$ cat src/rtl/std_nbdcache_data_ctrl_pkg.sv
// Shared types and width helpers for the nbdcache data-array controller.
package std_nbdcache_data_pkg;

  typedef enum logic {INIT, RUN} state_e;

  // Width of a way index; a single way still needs one bit.
  function automatic int way_w(input int ways);
    return (ways > 1) ? $clog2(ways) : 1;
  endfunction

  // Width of the credit counter, which spans 0..Latency+1.
  function automatic int cred_w(input int lat);
    return $clog2(lat + 2);
  endfunction

endpackage

$ cat src/rtl/std_nbdcache_data_ctrl_if.sv
// Generic valid/ready data stream used between the capture stage and the
// response FIFO.
interface std_nbdcache_data_ctrl_if #(
  parameter int Width = 32
);
  logic             valid;
  logic             ready;
  logic [Width-1:0] data;

  modport master (output valid, output data, input ready);
  modport slave  (input valid, input data, output ready);
endinterface

$ cat src/rtl/std_nbdcache_data_rsp_fifo.sv
// Small circular FIFO holding captured read data until the consumer takes it.
module std_nbdcache_data_rsp_fifo
  import std_nbdcache_data_pkg::*;
#(
  parameter int Depth = 2,
  parameter int Width = 32
) (
  input  logic                      clk_i,
  input  logic                      rst_ni,
  std_nbdcache_data_ctrl_if.slave   in_if,
  std_nbdcache_data_ctrl_if.master  out_if
);
  localparam int PtrW = (Depth > 1) ? $clog2(Depth) : 1;
  localparam int CntW = $clog2(Depth + 1);
  localparam logic [PtrW-1:0] LastPtr = PtrW'(Depth - 1);

  logic [Width-1:0] mem [Depth];
  logic [PtrW-1:0]  wr_ptr, rd_ptr;
  logic [CntW-1:0]  count;
  logic             push, pop;

  assign in_if.ready  = (count != CntW'(Depth));
  assign out_if.valid = (count != '0);
  assign out_if.data  = mem[rd_ptr];
  assign push = in_if.valid && in_if.ready;
  assign pop  = out_if.valid && out_if.ready;

  // Pointer and occupancy bookkeeping; pointers wrap at Depth (not a power of two).
  always_ff @(posedge clk_i or negedge rst_ni) begin
    if (!rst_ni) begin
      wr_ptr <= '0;
      rd_ptr <= '0;
      count  <= '0;
    end else begin
      if (push) wr_ptr <= (wr_ptr == LastPtr) ? '0 : wr_ptr + 1'b1;
      if (pop)  rd_ptr <= (rd_ptr == LastPtr) ? '0 : rd_ptr + 1'b1;
      if (push && !pop)      count <= count + 1'b1;
      else if (!push && pop) count <= count - 1'b1;
    end
  end

  // Storage needs no reset: entries are only visible once counted.
  always_ff @(posedge clk_i) begin
    if (push) mem[wr_ptr] <= in_if.data;
  end

endmodule

$ cat src/rtl/std_nbdcache_data_ctrl.sv
// Data-array controller for the non-blocking dcache: steers requests to one
// way, pipelines read returns into a credit-bounded response FIFO.
// Optional power-on zero sweep of all ways: STD_NBDCACHE_DATA_INIT_EN.
module std_nbdcache_data_ctrl
  import std_nbdcache_data_pkg::*;
#(
  parameter int NumWords  = 1024,
  parameter int DataWidth = 128,
  parameter int ByteWidth = 8,
  parameter int WAY_COUNT = 1,
  parameter int Latency   = 1,
  localparam int AddrWidth = (NumWords > 1) ? $clog2(NumWords) : 1,
  localparam int BeWidth   = DataWidth / ByteWidth,
  localparam int WayWidth  = way_w(WAY_COUNT)
) (
  input  logic                 clk_i,
  input  logic                 rst_ni,
  input  logic                 req_valid_i,
  output logic                 req_ready_o,
  input  logic [WayWidth-1:0]  req_way_i,
  input  logic                 req_we_i,
  input  logic [AddrWidth-1:0] req_addr_i,
  input  logic [DataWidth-1:0] req_wdata_i,
  input  logic [BeWidth-1:0]   req_be_i,
  output logic                 rsp_valid_o,
  input  logic                 rsp_ready_i,
  output logic [DataWidth-1:0] rsp_rdata_o,
  output logic                 init_done_o,
  output logic [WAY_COUNT-1:0] sram_req_o,
  output logic                 sram_we_o,
  output logic [AddrWidth-1:0] sram_addr_o,
  output logic [DataWidth-1:0] sram_wdata_o,
  output logic [BeWidth-1:0]   sram_be_o,
  input  logic [DataWidth-1:0] sram_rdata_i [WAY_COUNT]
);
  localparam int CredWidth = cred_w(Latency);
  localparam logic [CredWidth-1:0] CredFull = CredWidth'(Latency + 1);

  logic                 done_q;
  logic                 accept, rd_accept, rsp_pop;
  logic [CredWidth-1:0] credits;
  logic [Latency:1]     vld_pipe;
  logic [Latency:1][WayWidth-1:0] way_pipe;
  logic [DataWidth-1:0] cap_data;

`ifdef STD_NBDCACHE_DATA_INIT_EN
  state_e               state;
  logic [AddrWidth-1:0] sweep_addr;
  localparam logic [AddrWidth-1:0] LastAddr = AddrWidth'(NumWords - 1);

  // Zero-fill every way once, then open up for traffic.
  always_ff @(posedge clk_i or negedge rst_ni) begin
    if (!rst_ni) begin
      state      <= INIT;
      sweep_addr <= '0;
      done_q     <= 1'b0;
    end else begin
      case (state)
        INIT: begin
          sweep_addr <= sweep_addr + 1'b1;
          if (sweep_addr == LastAddr) begin
            state  <= RUN;
            done_q <= 1'b1;
          end
        end
        default: state <= RUN;
      endcase
    end
  end
`else
  // No sweep: ready from the first clock edge after reset.
  always_ff @(posedge clk_i or negedge rst_ni) begin
    if (!rst_ni) done_q <= 1'b0;
    else         done_q <= 1'b1;
  end
`endif

  assign init_done_o = done_q;
  assign rsp_pop     = rsp_valid_o && rsp_ready_i;
  // A pop frees a credit in the same cycle, so a new read may slip in then.
  assign req_ready_o = done_q && ((credits != CredFull) || rsp_pop);
  assign accept      = req_valid_i && req_ready_o;
  assign rd_accept   = accept && !req_we_i;

  // Way-array request: one-hot way on accept, or the whole array during sweep.
  always_comb begin
    sram_req_o   = '0;
    for (int w = 0; w < WAY_COUNT; w++)
      if (accept && (req_way_i == WayWidth'(w))) sram_req_o[w] = 1'b1;
    sram_we_o    = req_we_i;
    sram_addr_o  = req_addr_i;
    sram_wdata_o = req_wdata_i;
    sram_be_o    = req_be_i;
`ifdef STD_NBDCACHE_DATA_INIT_EN
    if (state == INIT) begin
      sram_req_o   = '1;
      sram_we_o    = 1'b1;
      sram_addr_o  = sweep_addr;
      sram_wdata_o = '0;
      sram_be_o    = '1;
    end
`endif
  end

  // Read valid shift register, aligned with the SRAM read latency.
  always_ff @(posedge clk_i or negedge rst_ni) begin
    if (!rst_ni) vld_pipe <= '0;
    else begin
      for (int s = Latency; s > 1; s--) vld_pipe[s] <= vld_pipe[s-1];
      vld_pipe[1] <= rd_accept;
    end
  end

  // Way index travels alongside the valid; qualified by vld_pipe only.
  always_ff @(posedge clk_i) begin
    for (int s = Latency; s > 1; s--) way_pipe[s] <= way_pipe[s-1];
    way_pipe[1] <= req_way_i;
  end

  // Select the returning way; an out-of-range way yields zero.
  always_comb begin
    cap_data = '0;
    for (int w = 0; w < WAY_COUNT; w++)
      if (way_pipe[Latency] == WayWidth'(w)) cap_data = sram_rdata_i[w];
  end

  // Reads in flight plus buffered responses.
  always_ff @(posedge clk_i or negedge rst_ni) begin
    if (!rst_ni)                   credits <= '0;
    else if (rd_accept && !rsp_pop) credits <= credits + 1'b1;
    else if (!rd_accept && rsp_pop) credits <= credits - 1'b1;
  end

  std_nbdcache_data_ctrl_if #(.Width(DataWidth)) cap_if ();
  std_nbdcache_data_ctrl_if #(.Width(DataWidth)) out_if ();

  // Credits guarantee a free slot whenever a capture lands.
  assign cap_if.valid = vld_pipe[Latency] && cap_if.ready;
  assign cap_if.data  = cap_data;
  assign out_if.ready = rsp_ready_i;
  assign rsp_valid_o  = out_if.valid;
  assign rsp_rdata_o  = out_if.data;

  std_nbdcache_data_rsp_fifo #(
    .Depth (Latency + 1),
    .Width (DataWidth)
  ) u_rsp_fifo (
    .clk_i  (clk_i),
    .rst_ni (rst_ni),
    .in_if  (cap_if),
    .out_if (out_if)
  );

endmodule

$ cat config.mk
export PLATFORM = sky130hd
export DESIGN_NAME = std_nbdcache_data_ctrl
export DESIGN_NICKNAME = d
export VERILOG_FILES = /design/src/rtl/std_nbdcache_data_ctrl_pkg.sv /design/src/rtl/std_nbdcache_data_ctrl_if.sv /design/src/rtl/std_nbdcache_data_rsp_fifo.sv /design/src/rtl/std_nbdcache_data_ctrl.sv
export SDC_FILE = /design/constraint.sdc
export NUM_CORES = 1
export LEC_CHECK = 0
export ABC_AREA = 1
export BUFFER_PORTS_ARGS = -buffer_cell sky130_fd_sc_hd__buf_2
export CORE_AREA = 2 2 222 224
export CTS_BUF_LIST = sky130_fd_sc_hd__clkbuf_8
export DETAILED_ROUTE_END_ITERATION = 8
export DIE_AREA = 0 0 224 226
export GPL_ROUTABILITY_DRIVEN = 1
export GPL_TIMING_DRIVEN = 0
export PLACE_DENSITY = 0.5
export SETUP_SLACK_MARGIN = 0.4
export SYNTH_ARGS = -nofsm -noshare
export SYNTH_HDL_FRONTEND = slang
export SYNTH_SLANG_ARGS = --single-unit
$ cat constraint.sdc
create_clock -name clk_i -period 7.5 [get_ports clk_i]
set_input_delay 1.5 -clock clk_i [delete_from_list [all_inputs] [get_ports clk_i]]
set_output_delay 1.5 -clock clk_i [all_outputs]
set_load 0.01 [all_outputs]
==> results_dict.tcl, run 1 <==
set metrics [dict create \
    syn-cell-area_mm2 0.0119 \
    peakVddDrop_mv 0.137 \
    p_sw_mw 1.70 \
    drt_first_pass_iters 4 \
    wl_per_cell_um 19.8 \
    routed-via-count 9014 \
    drive_gt1_frac 0.418 \
    cellLeakagePower_nw 7.84 \
    start_kind "input pin" \
    boundaryPins 575 \
    swShare 0.360 \
    crit_arrival_ns 2.08 \
    rsz0062_at_grt "no" \
    finalHoldViolations 0 \
    fin_area_mm2 0.0160 \
    path_buf_inv 2 \
    antenna_left 0 \
    root_buffer "clkbuf_8" \
    cts-hold-fix-buffers 0 \
    clk_latency_ns 0.62 \
    powerDensity_mw_per_mm2 296 \
    slew_headroom 0.655 \
    initial_core_util 0.247 \
    place_area_mm2 0.0150 \
    fin_crit_sh 0.477 \
    clkTransAtPathRegs_ns 0.05 \
    crit_family "buffers and inverters" \
    whs_ns 0.531 \
    grt_pass1_wl_um 61200 \
    yosys_warnings 0 \
    worst-setup-path-type "input pin to output port" \
    cp_common_cell "buf_2" \
    power.share.combinational 0.339 \
    via_per_inst 3.95 \
    die_area_mm2 0.0506 \
    hp-class "register to register" \
    core_mm2 0.0483 \
    dpl.hpwl_um 36100 \
    critPathSlowestCell "buf_2" \
    nets 1908 \
    antenna_found_initial 13 \
    status "completed" \
    fp-row-count 81 \
    yosysSeqAreaShare 0.663 \
    ys_ff_latch 265 \
    p_int_mw 3.03 \
    max_clock_freq_ghz 0.279 \
    final_cell_mix "buf_2, nand2_1, edfxtp_1" \
    wl_um 45100 \
    fillers 5060 \
    grt_pass1_vias 8971 \
    tritoncts "built" \
    drc 0 \
    slew_violations 0 \
    cp_cell_sequence "buf_2, o21ai_2, nand2_1, nand3_1, nor2_1, buf_2" \
    numCtsBuffers 48 \
    overflow 0 \
    synth_fp_nets 1428 \
    grt_start_max_net_pins 29 \
    post_cts_buffers 0 \
    h-tree-depth 2 \
    synth_top_area_share 0.644 \
    end_kind "output port" \
    cpPeakStageDelay_ns 0.13 \
    track_usage 0.171 \
    die_w_um 224 \
    die-height_um 226 \
    areaGrowthSynthToFinish_pct 33.9 \
    tightestPinTransition_ns 0.516 \
    finalSetupViolCount 0 \
    finClkSkew_ns 0.0322 \
    power_frac_clock 0.284 \
    final_common_cell "buf_2" \
    ctsResizeCount 0 \
    io_buffer_count 420 \
    layout_min_cycle_time_ns 3.58 \
    path_max_fanout 5 \
    drt_iter0_markers 494 \
    gp_congestion 0.891 \
    clock_sinks 265 \
    ys_top_cells_by_area "edfxtp_1, nand2_1, buf_4" \
    syn_avg_cell_area_um2 10.5 \
    synthCells 1138 \
    crit_required_ns 6.00 \
    clockBufferDepth 3 \
    p_seq_frac 0.377 \
    drv_cap 0 \
    ys_types 19 \
    yosys.area.top_type "edfxtp_1" \
]
[layer usage]
layer	GRT usage	part of all wire	wire length [µm]	vias up
met3	0.0687	0.095	4300	71
met2	0.283	0.48	21700	384
li1	-	-	-	4362
met1	0.199	0.39	17800	4183
met5	0	0.0020	91	-
met4	0.0622	0.029	1310	14
[kinds of logic (layout without fill, tap and decap cells)]
family | Yosys count | in the layout | synth area share
AO/OA/AOI/OAI | 3 | 3 | 0.00210
XOR/XNOR | 5 | 5 | 0.00367
adder cells (fa/ha/maj) | 2 | 2 | 0.00210
buffers and inverters | 334 | 853 | 0.162
flip-flops | 265 | 265 | 0.663
other | 1 | 3 | 0.000314
AND/OR/NAND/NOR | 528 | 528 | 0.167
[power groups by stage]
stage          registers, mW  clock network (mW)  logic (mW)
2_1_floorplan           1.83                   0       0.855
3_3_place_gp            1.85                   0        1.62
3_5_place_dp            1.81                   0        1.65
4_1_cts                 1.78                1.39        1.65
5_1_grt                 1.79                1.44        1.78
6_report                1.78                1.35        1.60
[synthesized netlist by cell type]
cell	number
o21ai_2	2
edfxtp_1	256
buf_6	1
inv_1	136
a21boi_0	1
dfrtp_1	8
nand2_1	390
buf_2	24
conb_1	1
xor2_1	3
nand3_1	1
dfxtp_1	1
inv_2	1
nand3b_1	2
clkbuf_1	1
nor2_1	135
ha_1	2
xnor2_1	2
buf_4	171
[sequential cells by signal, indices dropped and copies added (netlist names)]
signal and count:
credits 2, init_done_o 1, u_rsp_fifo.count 2, u_rsp_fifo.mem 256, u_rsp_fifo.rd_ptr 1, u_rsp_fifo.wr_ptr 1
vld_pipe 1, way_pipe 1
[cell type report]
cell class,count,area [µm²],area share
timing repair buffer,430,2320,0.145
clock inverter,39,239,0.0150
sequential,265,7910,0.495
clock buffer,50,688,0.0431
multi-input combinational,539,2100,0.132
buffer,197,1420,0.0888
tap,622,778,0.0487
inverter,137,514,0.0322
antenna,2,5.00,0.000313
[worst register-to-register path: cells and delay by family (launching register included)]
family                 cells  cell delay, ns
DFF                        1            0.38
and+or+nand+nor            1            0.42
buffers and inverters      3            0.65
AOI/OAI and AO/OA          1            0.11
[final timing paths]
check	slack, ns	cells after the start	end	from
setup reg to reg	5.63	5	u_rsp_fifo.mem[1][73]$_DFFE_PP_	u_rsp_fifo.count[1]$_DFFE_PN0P_
hold reg to reg	0.53	1	credits[0]$_DFFE_PN0P_	credits[0]$_DFFE_PN0P_
max in group asynchronous	6.58	1	u_rsp_fifo.rd_ptr$_DFFE_PN0N_	rst_ni
hold / removal	0.53	1	credits[0]$_DFFE_PN0P_	credits[0]$_DFFE_PN0P_
setup / recovery	3.92	6	sram_req_o	rsp_ready_i
min in group asynchronous	0.74	1	init_done_o$_DFF_PN0_	rst_ni
[through the flow]
step	worst slack [ns]	util	std cells	total power, mW	TNS (ns)
3_5_place_dp	3.92	0.311	2190	3.46	0
4_1_cts	3.79	0.330	2279	4.83	0
2_1_floorplan	0.978	-	1138	2.68	0
3_3_place_gp	-3.25	0.306	2180	3.47	-826.22
6_report	3.92	0.330	2281	4.73	0
5_1_grt	3.76	0.330	2280	5.01	0
Note: power is estimated with default switching activity, not from simulation.
==> inputs of run 2 (changes only) <==
--- a/config.mk
+++ b/config.mk
@@ -7,13 +7,13 @@
 export LEC_CHECK = 0
 export ABC_AREA = 1
 export BUFFER_PORTS_ARGS = -buffer_cell sky130_fd_sc_hd__buf_2
-export CORE_AREA = 2 2 222 224
+export CORE_AREA = 2 2 221 223
 export CTS_BUF_LIST = sky130_fd_sc_hd__clkbuf_8
 export DETAILED_ROUTE_END_ITERATION = 8
-export DIE_AREA = 0 0 224 226
+export DIE_AREA = 0 0 223 225
 export GPL_ROUTABILITY_DRIVEN = 1
 export GPL_TIMING_DRIVEN = 0
-export PLACE_DENSITY = 0.5
+export PLACE_DENSITY = 0.52
 export SETUP_SLACK_MARGIN = 0.4
 export SYNTH_ARGS = -nofsm -noshare
 export SYNTH_HDL_FRONTEND = slang
==> constraint.sdc (replaced) <==
create_clock -name clk_i -period 3.05 [get_ports clk_i]
set_input_delay 0.61 -clock clk_i [delete_from_list [all_inputs] [get_ports clk_i]]
set_output_delay 0.61 -clock clk_i [all_outputs]
set_load 0.01 [all_outputs]
==> results_dict.tcl, run 2 (synthesis gave the netlist of run 1 again) <==
set metrics [dict create \
    post-route-util 0.334 \
    finalSetupViolCount 0 \
    powerDensity_mw_per_mm2 710 \
    drc 0 \
    crit_arrival_ns 1.86 \
    nets 1909 \
    dpl_worst_slack_ns 0.647 \
    core_mm2 0.0475 \
    crit_required_ns 2.44 \
    largest_reg_flops 256 \
    worst_slack_ns 0.583 \
    place_area_mm2 0.0151 \
    rsz0062_at_grt "no" \
    status "completed" \
    r2r.worst_path.cells 6 \
    clockBufferDepth 3 \
    numCtsBuffers 48 \
    initial_core_util 0.251 \
    h-tree-depth 2 \
    gp_congestion 0.859 \
    die-height_um 225 \
    root_buffer "clkbuf_8" \
    tritoncts "built" \
    finClkSkew_ns 0.0334 \
    worst-setup-path-type "register to output port" \
    hp-class "input pin to register" \
    overflow 0 \
    cellLeakagePower_nw 7.80 \
    peakVddDrop_mv 0.409 \
    post_cts_buffers 0 \
    grt_pass1_wl_um 61900 \
    clk_latency_ns 0.60 \
    grt_start_max_net_pins 29 \
    slew_violations 0 \
    clock_sinks 265 \
    final_cell_mix "buf_2, nand2_1, edfxtp_1" \
    worstHoldPathCells 1 \
    drt_first_pass_iters 5 \
    routed-via-count 9127 \
    wl_per_cell_um 20.2 \
    end_kind "output port" \
    wl_um 45800 \
    antenna_found_initial 19 \
    fin_area_mm2 0.0159 \
    clkTransAtPathRegs_ns 0.06 \
    drive_gt1_frac 0.419 \
    final_common_cell "buf_2" \
    die_area_mm2 0.0502 \
    die_w_um 223 \
    fin_crit_sh 0.809 \
    drt_iter0_markers 309 \
    tightestPinTransition_ns 0.899 \
    dpl.hpwl_um 36500 \
    io_buffer_count 420 \
    fp-row-count 80 \
    via_per_inst 4.03 \
    areaGrowthSynthToFinish_pct 33.1 \
    max_clock_freq_ghz 0.405 \
    finalHoldViolations 0 \
    grt_pass1_vias 9086 \
    start_kind "register" \
    reg.largest.list "u_rsp_fifo.mem x256, credits x2, u_rsp_fifo.count x2" \
    layout_min_cycle_time_ns 2.47 \
    drv_cap 0 \
    antenna_left 0 \
    slew_headroom 0.399 \
    boundaryPins 575 \
    track_usage 0.174 \
    largest-register "u_rsp_fifo.mem" \
    path_max_fanout 10 \
]
==> run 2: layer usage <==
layer  vias up  routed length (µm)  GRT usage
li1       4353                   -          -
met2       435               22100      0.289
met3        96                4390     0.0681
met5         -                  85          0
met1      4229               17700      0.202
met4        14                1460     0.0697
==> run 2: final timing paths <==
check	from	to	slack (ns)
max in group asynchronous	rst_ni	u_rsp_fifo.count[0]$_DFFE_PN0P_	2.44
hold / removal	req_way_i	way_pipe$_DFF_P_	0.16
setup reg to reg	u_rsp_fifo.count[1]$_DFFE_PN0P_	u_rsp_fifo.mem[1][54]$_DFFE_PP_	0.72
min in group asynchronous	rst_ni	init_done_o$_DFF_PN0_	0.42
setup / recovery	u_rsp_fifo.rd_ptr$_DFFE_PN0N_	rsp_rdata_o[20]	0.58
hold reg to reg	credits[0]$_DFFE_PN0P_	credits[0]$_DFFE_PN0P_	0.52
==> run 2: power by group <==
| group | internal (mW) | switching [mW] | total [mW] |
|---|---|---|---|
| registers | 4.30 | 0.0897 | 4.39 |
| logic | 1.42 | 2.55 | 3.97 |
| clock network | 1.46 | 1.45 | 2.91 |
==> run 2: final cells by class <==
type                    count  area, µm²
diodes                      3       7.51
plain buffers             197       1450
clock buffers              49        674
clock inverters            26        109
fillers                  4930      31700
inverters                 137        514
multi-input cells         539       2110
flip-flops and latches    265       7910
well taps                 615        769
repair buffers            431       2340
==> run 2: what timing repair did <==
action,in CTS,in global routing
endpoints found under the hold margin,8,0
gates resized for setup,7,3
pin swaps,0,0
hold buffers,1,0
endpoints found under the setup margin,23,34
==> run 2: through the flow <==
step | cells | total power [mW] | TNS (ns) | hold WS (ns)
after floorplan | 1138 | 6.58 | 0 | 0.314
after global placement | 2173 | 8.43 | -313.14 | 0.462
after detailed placement | 2183 | 8.48 | 0 | 0.463
after CTS | 2259 | 11.5 | 0 | 0.0982
after global routing | 2261 | 11.9 | 0 | 0.124
final | 2262 | 11.3 | 0 | 0.165
==> run 2: critical path, cell delays in order (launching register included) <==
cell and delay [ns]:
dfrtp_1 0.40, inv_2 0.08, buf_6 0.21, buf_4 0.24
nand2_1 0.06, nand2_1 0.13, buf_2 0.16
==> inputs of run 3 (changes only) <==
--- a/config.mk
+++ b/config.mk
@@ -5,15 +5,15 @@
 export SDC_FILE = /design/constraint.sdc
 export NUM_CORES = 1
 export LEC_CHECK = 0
-export ABC_AREA = 1
+export ABC_AREA = 0
 export BUFFER_PORTS_ARGS = -buffer_cell sky130_fd_sc_hd__buf_2
-export CORE_AREA = 2 2 221 223
+export CORE_AREA = 2 2 226 228
 export CTS_BUF_LIST = sky130_fd_sc_hd__clkbuf_8
 export DETAILED_ROUTE_END_ITERATION = 8
-export DIE_AREA = 0 0 223 225
+export DIE_AREA = 0 0 228 230
 export GPL_ROUTABILITY_DRIVEN = 1
 export GPL_TIMING_DRIVEN = 0
-export PLACE_DENSITY = 0.52
+export PLACE_DENSITY = 0.48
 export SETUP_SLACK_MARGIN = 0.4
 export SYNTH_ARGS = -nofsm -noshare
 export SYNTH_HDL_FRONTEND = slang
==> constraint.sdc (replaced) <==
create_clock -name clk_i -period 2.6 [get_ports clk_i]
set_input_delay 0.52 -clock clk_i [delete_from_list [all_inputs] [get_ports clk_i]]
set_output_delay 0.52 -clock clk_i [all_outputs]
set_load 0.01 [all_outputs]
==> results_dict.tcl, run 3 <==
set metrics [dict create \
    status "completed" \
    largest-register "u_rsp_fifo.mem" \
    yosys-mux-area-fraction 0.123 \
    synth_compound_area_frac 0.00150 \
    power_mw 12.7 \
    crit_required_ns 2.08 \
    swShare 0.300 \
    synth_xor_area_frac 0.00599 \
    die_area_mm2 0.0524 \
    synth_most_common_cell "edfxtp_1" \
    drc 0 \
    path_max_fanout 10 \
    tritoncts "built" \
    yosys_warnings 0 \
    netlist_top_cells_count "edfxtp_1, buf_4, mux2_2, nor2b_1, buf_6" \
    ys_types 20 \
    synth_fp_nets 1021 \
    die-height_um 230 \
    synth_top_family_by_area "multiplexers" \
    fp-row-count 82 \
    power.share.combinational 0.329 \
    boundaryPins 575 \
    powerDensity_mw_per_mm2 795 \
    groute.layer.met3.usage 0.0682 \
    antenna_left 0 \
    critPathSlowestCell "dfrtp_2" \
    met1_usage 0.165 \
    grt_util_met2 0.205 \
    max_clock_freq_ghz 0.418 \
    crit_arrival_ns 1.87 \
    nets 1519 \
    cellLeakagePower_nw 6.56 \
    finalHoldViolations 0 \
    peakVddDrop_mv 0.346 \
    clock_sinks 265 \
    fin_crit_sh 0.920 \
    die_w_um 228 \
    finalSetupViolCount 0 \
    finClkSkew_ns 0.0361 \
    overflow 0 \
    slew_violations 0 \
    drv_cap 0 \
    grt_start_max_net_pins 28 \
    synth_top_area_share 0.657 \
    yosysSeqAreaShare 0.676 \
    cpPeakStageDelay_ns 0.39 \
    p_int_mw 8.93 \
    via_per_inst 3.87 \
    start_kind "register" \
    routed-via-count 7476 \
    worst_slack_ns 0.209 \
    reg.largest.list "u_rsp_fifo.mem x256, credits x2, u_rsp_fifo.count x2" \
    yosys.area.top_type "edfxtp_1" \
    power_frac_clock 0.267 \
    drt_iter0_markers 242 \
    p_seq_frac 0.404 \
    dpl_worst_slack_ns 0.430 \
    gp_congestion 0.859 \
    synthSimpleGateAreaFrac 0.0721 \
    final_cell_mix "buf_2, edfxtp_1, buf_4" \
    synth_edf_count 256 \
    grt_busiest_layer "met2" \
    ys_top_cells_by_area "edfxtp_1, mux2_2, buf_4" \
    synth-async-reset-ratio 0.0302 \
    final_common_cell "buf_2" \
    clkTransAtPathRegs_ns 0.05 \
    initial_core_util 0.235 \
    wl_per_cell_um 18.9 \
    end_kind "output port" \
    clockBufferDepth 3 \
    antenna_found_initial 9 \
    cp_cell_sequence "buf_12, buf_6, mux2_2, buf_2" \
    worst-setup-path-type "register to output port" \
    fin_area_mm2 0.0160 \
    layout_min_cycle_time_ns 2.39 \
    syn_avg_cell_area_um2 16.0 \
    grt_pass1_wl_um 51300 \
    dpl.hpwl_um 28000 \
    largest_reg_flops 256 \
    syn-cell-area_mm2 0.0117 \
    core_mm2 0.0499 \
    ys_ff_latch 265 \
    drt_first_pass_iters 4 \
    clk_latency_ns 0.62 \
    drive_gt1_frac 0.646 \
    synthAdderAreaFrac 0.00214 \
    rsz0062_at_grt "yes" \
    place_area_mm2 0.0149 \
    h-tree-depth 2 \
    root_buffer "clkbuf_8" \
    hp-class "input pin to register" \
    wl_um 36600 \
    slew_headroom 0.565 \
    areaGrowthSynthToFinish_pct 37.0 \
    grt_pass1_vias 7819 \
    numCtsBuffers 47 \
    track_usage 0.134 \
    tightestPinTransition_ns 0.653 \
    io_buffer_count 420 \
    p_sw_mw 3.82 \
    synthCells 731 \
    synthFlopType "edfxtp_1" \
]
[run 3: cell count changes in the layout (fill, tap and decap cells not counted), moves of 6 or more]
cell	previous run	this run
nand2_1	390	0
nor2b_1	0	128
nor2_1	133	2
buf_4	177	171
mux2_2	0	127
clkbuf_1	1	10
inv_1	149	15
buf_12	6	12
buf_2	435	406
buf_6	2	29
clkinv_1	5	13
[run 3: what timing repair did]
item                                    in CTS  in global routing
resized for setup                            6                 40
hold endpoints to repair                     8                  0
gates cloned                                 0                  1
setup buffers                                4                 13
hold buffers                                 1                  0
pin swaps                                    2                  2
endpoints found under the setup margin     130                164
[run 3: worst paths after layout]
| path | start | endpoint | slack (ns) | depth (start not counted) |
|---|---|---|---|---|
| max | u_rsp_fifo.rd_ptr$_DFFE_PN0N_ | rsp_rdata_o[78] | 0.21 | 4 |
| max reg2reg | u_rsp_fifo.count[0]$_DFFE_PN0P_ | u_rsp_fifo.mem[0][39]$_DFFE_PP_ | 0.55 | 6 |
| min reg2reg | credits[0]$_DFFE_PN0P_ | credits[0]$_DFFE_PN0P_ | 0.51 | 1 |
| max in group asynchronous | rst_ni | u_rsp_fifo.rd_ptr$_DFFE_PN0N_ | 2.10 | 2 |
| min in group asynchronous | rst_ni | u_rsp_fifo.count[1]$_DFFE_PN0P_ | 0.31 | 2 |
| min | req_way_i | way_pipe$_DFF_P_ | 0.09 | 1 |
[run 3: cell type report]
type / instances / area [µm²]
fillers: 5105 / 33800
flip-flops and latches: 265 / 7910
repair buffers: 449 / 2600
multi-input cells: 278 / 2450
plain buffers: 183 / 1400
well taps: 672 / 841
clock buffers: 48 / 661
clock inverters: 30 / 138
inverters: 5 / 18.8
diodes: 3 / 7.51
[run 3: power groups by stage]
stage	Combinational, mW	Sequential [mW]	Clock (mW)
after global placement	3.83	5.27	0
after global routing	4.53	5.18	3.73
after detailed placement	3.89	5.24	0
after floorplan	2.36	5.23	0
final	4.20	5.15	3.40
after CTS	4.00	5.15	3.57
[run 3: kinds of logic (layout without fill, tap and decap cells)]
group | count (synthesis) | after routing
flops | 265 | 265
buf+inv | 188 | 715
simple gates | 136 | 136
mux | 128 | 128
xor+xnor | 8 | 8
compound gates | 3 | 3
fa+ha+maj | 2 | 2
other cells | 1 | 4
[run 3: per-layer routing]
metal,vias to the layer above,part of all wire
met1,3613,0.41
met3,73,0.11
met4,16,0.025
met2,337,0.46
li1,3437,-
met5,-,0.0030
[run 3: stage by stage]
| stage | utilization | hold slack (ns) | cells | TNS (ns) |
|---|---|---|---|---|
| after floorplan | - | 0.224 | 731 | -67.11 |
| after global placement | 0.294 | 0.383 | 1823 | -454.58 |
| after detailed placement | 0.298 | 0.379 | 1833 | 0 |
| after CTS | 0.316 | 0.00712 | 1916 | 0 |
| after global routing | 0.321 | 0.0172 | 1931 | 0 |
| final | 0.321 | 0.0909 | 1933 | 0 |
[run 3: worst max-delay path, delay by kind of cell (launching register included)]
kind | cells | cell delay, ns
buffers and inverters | 3 | 0.52
DFF | 1 | 0.39
muxes | 1 | 0.36
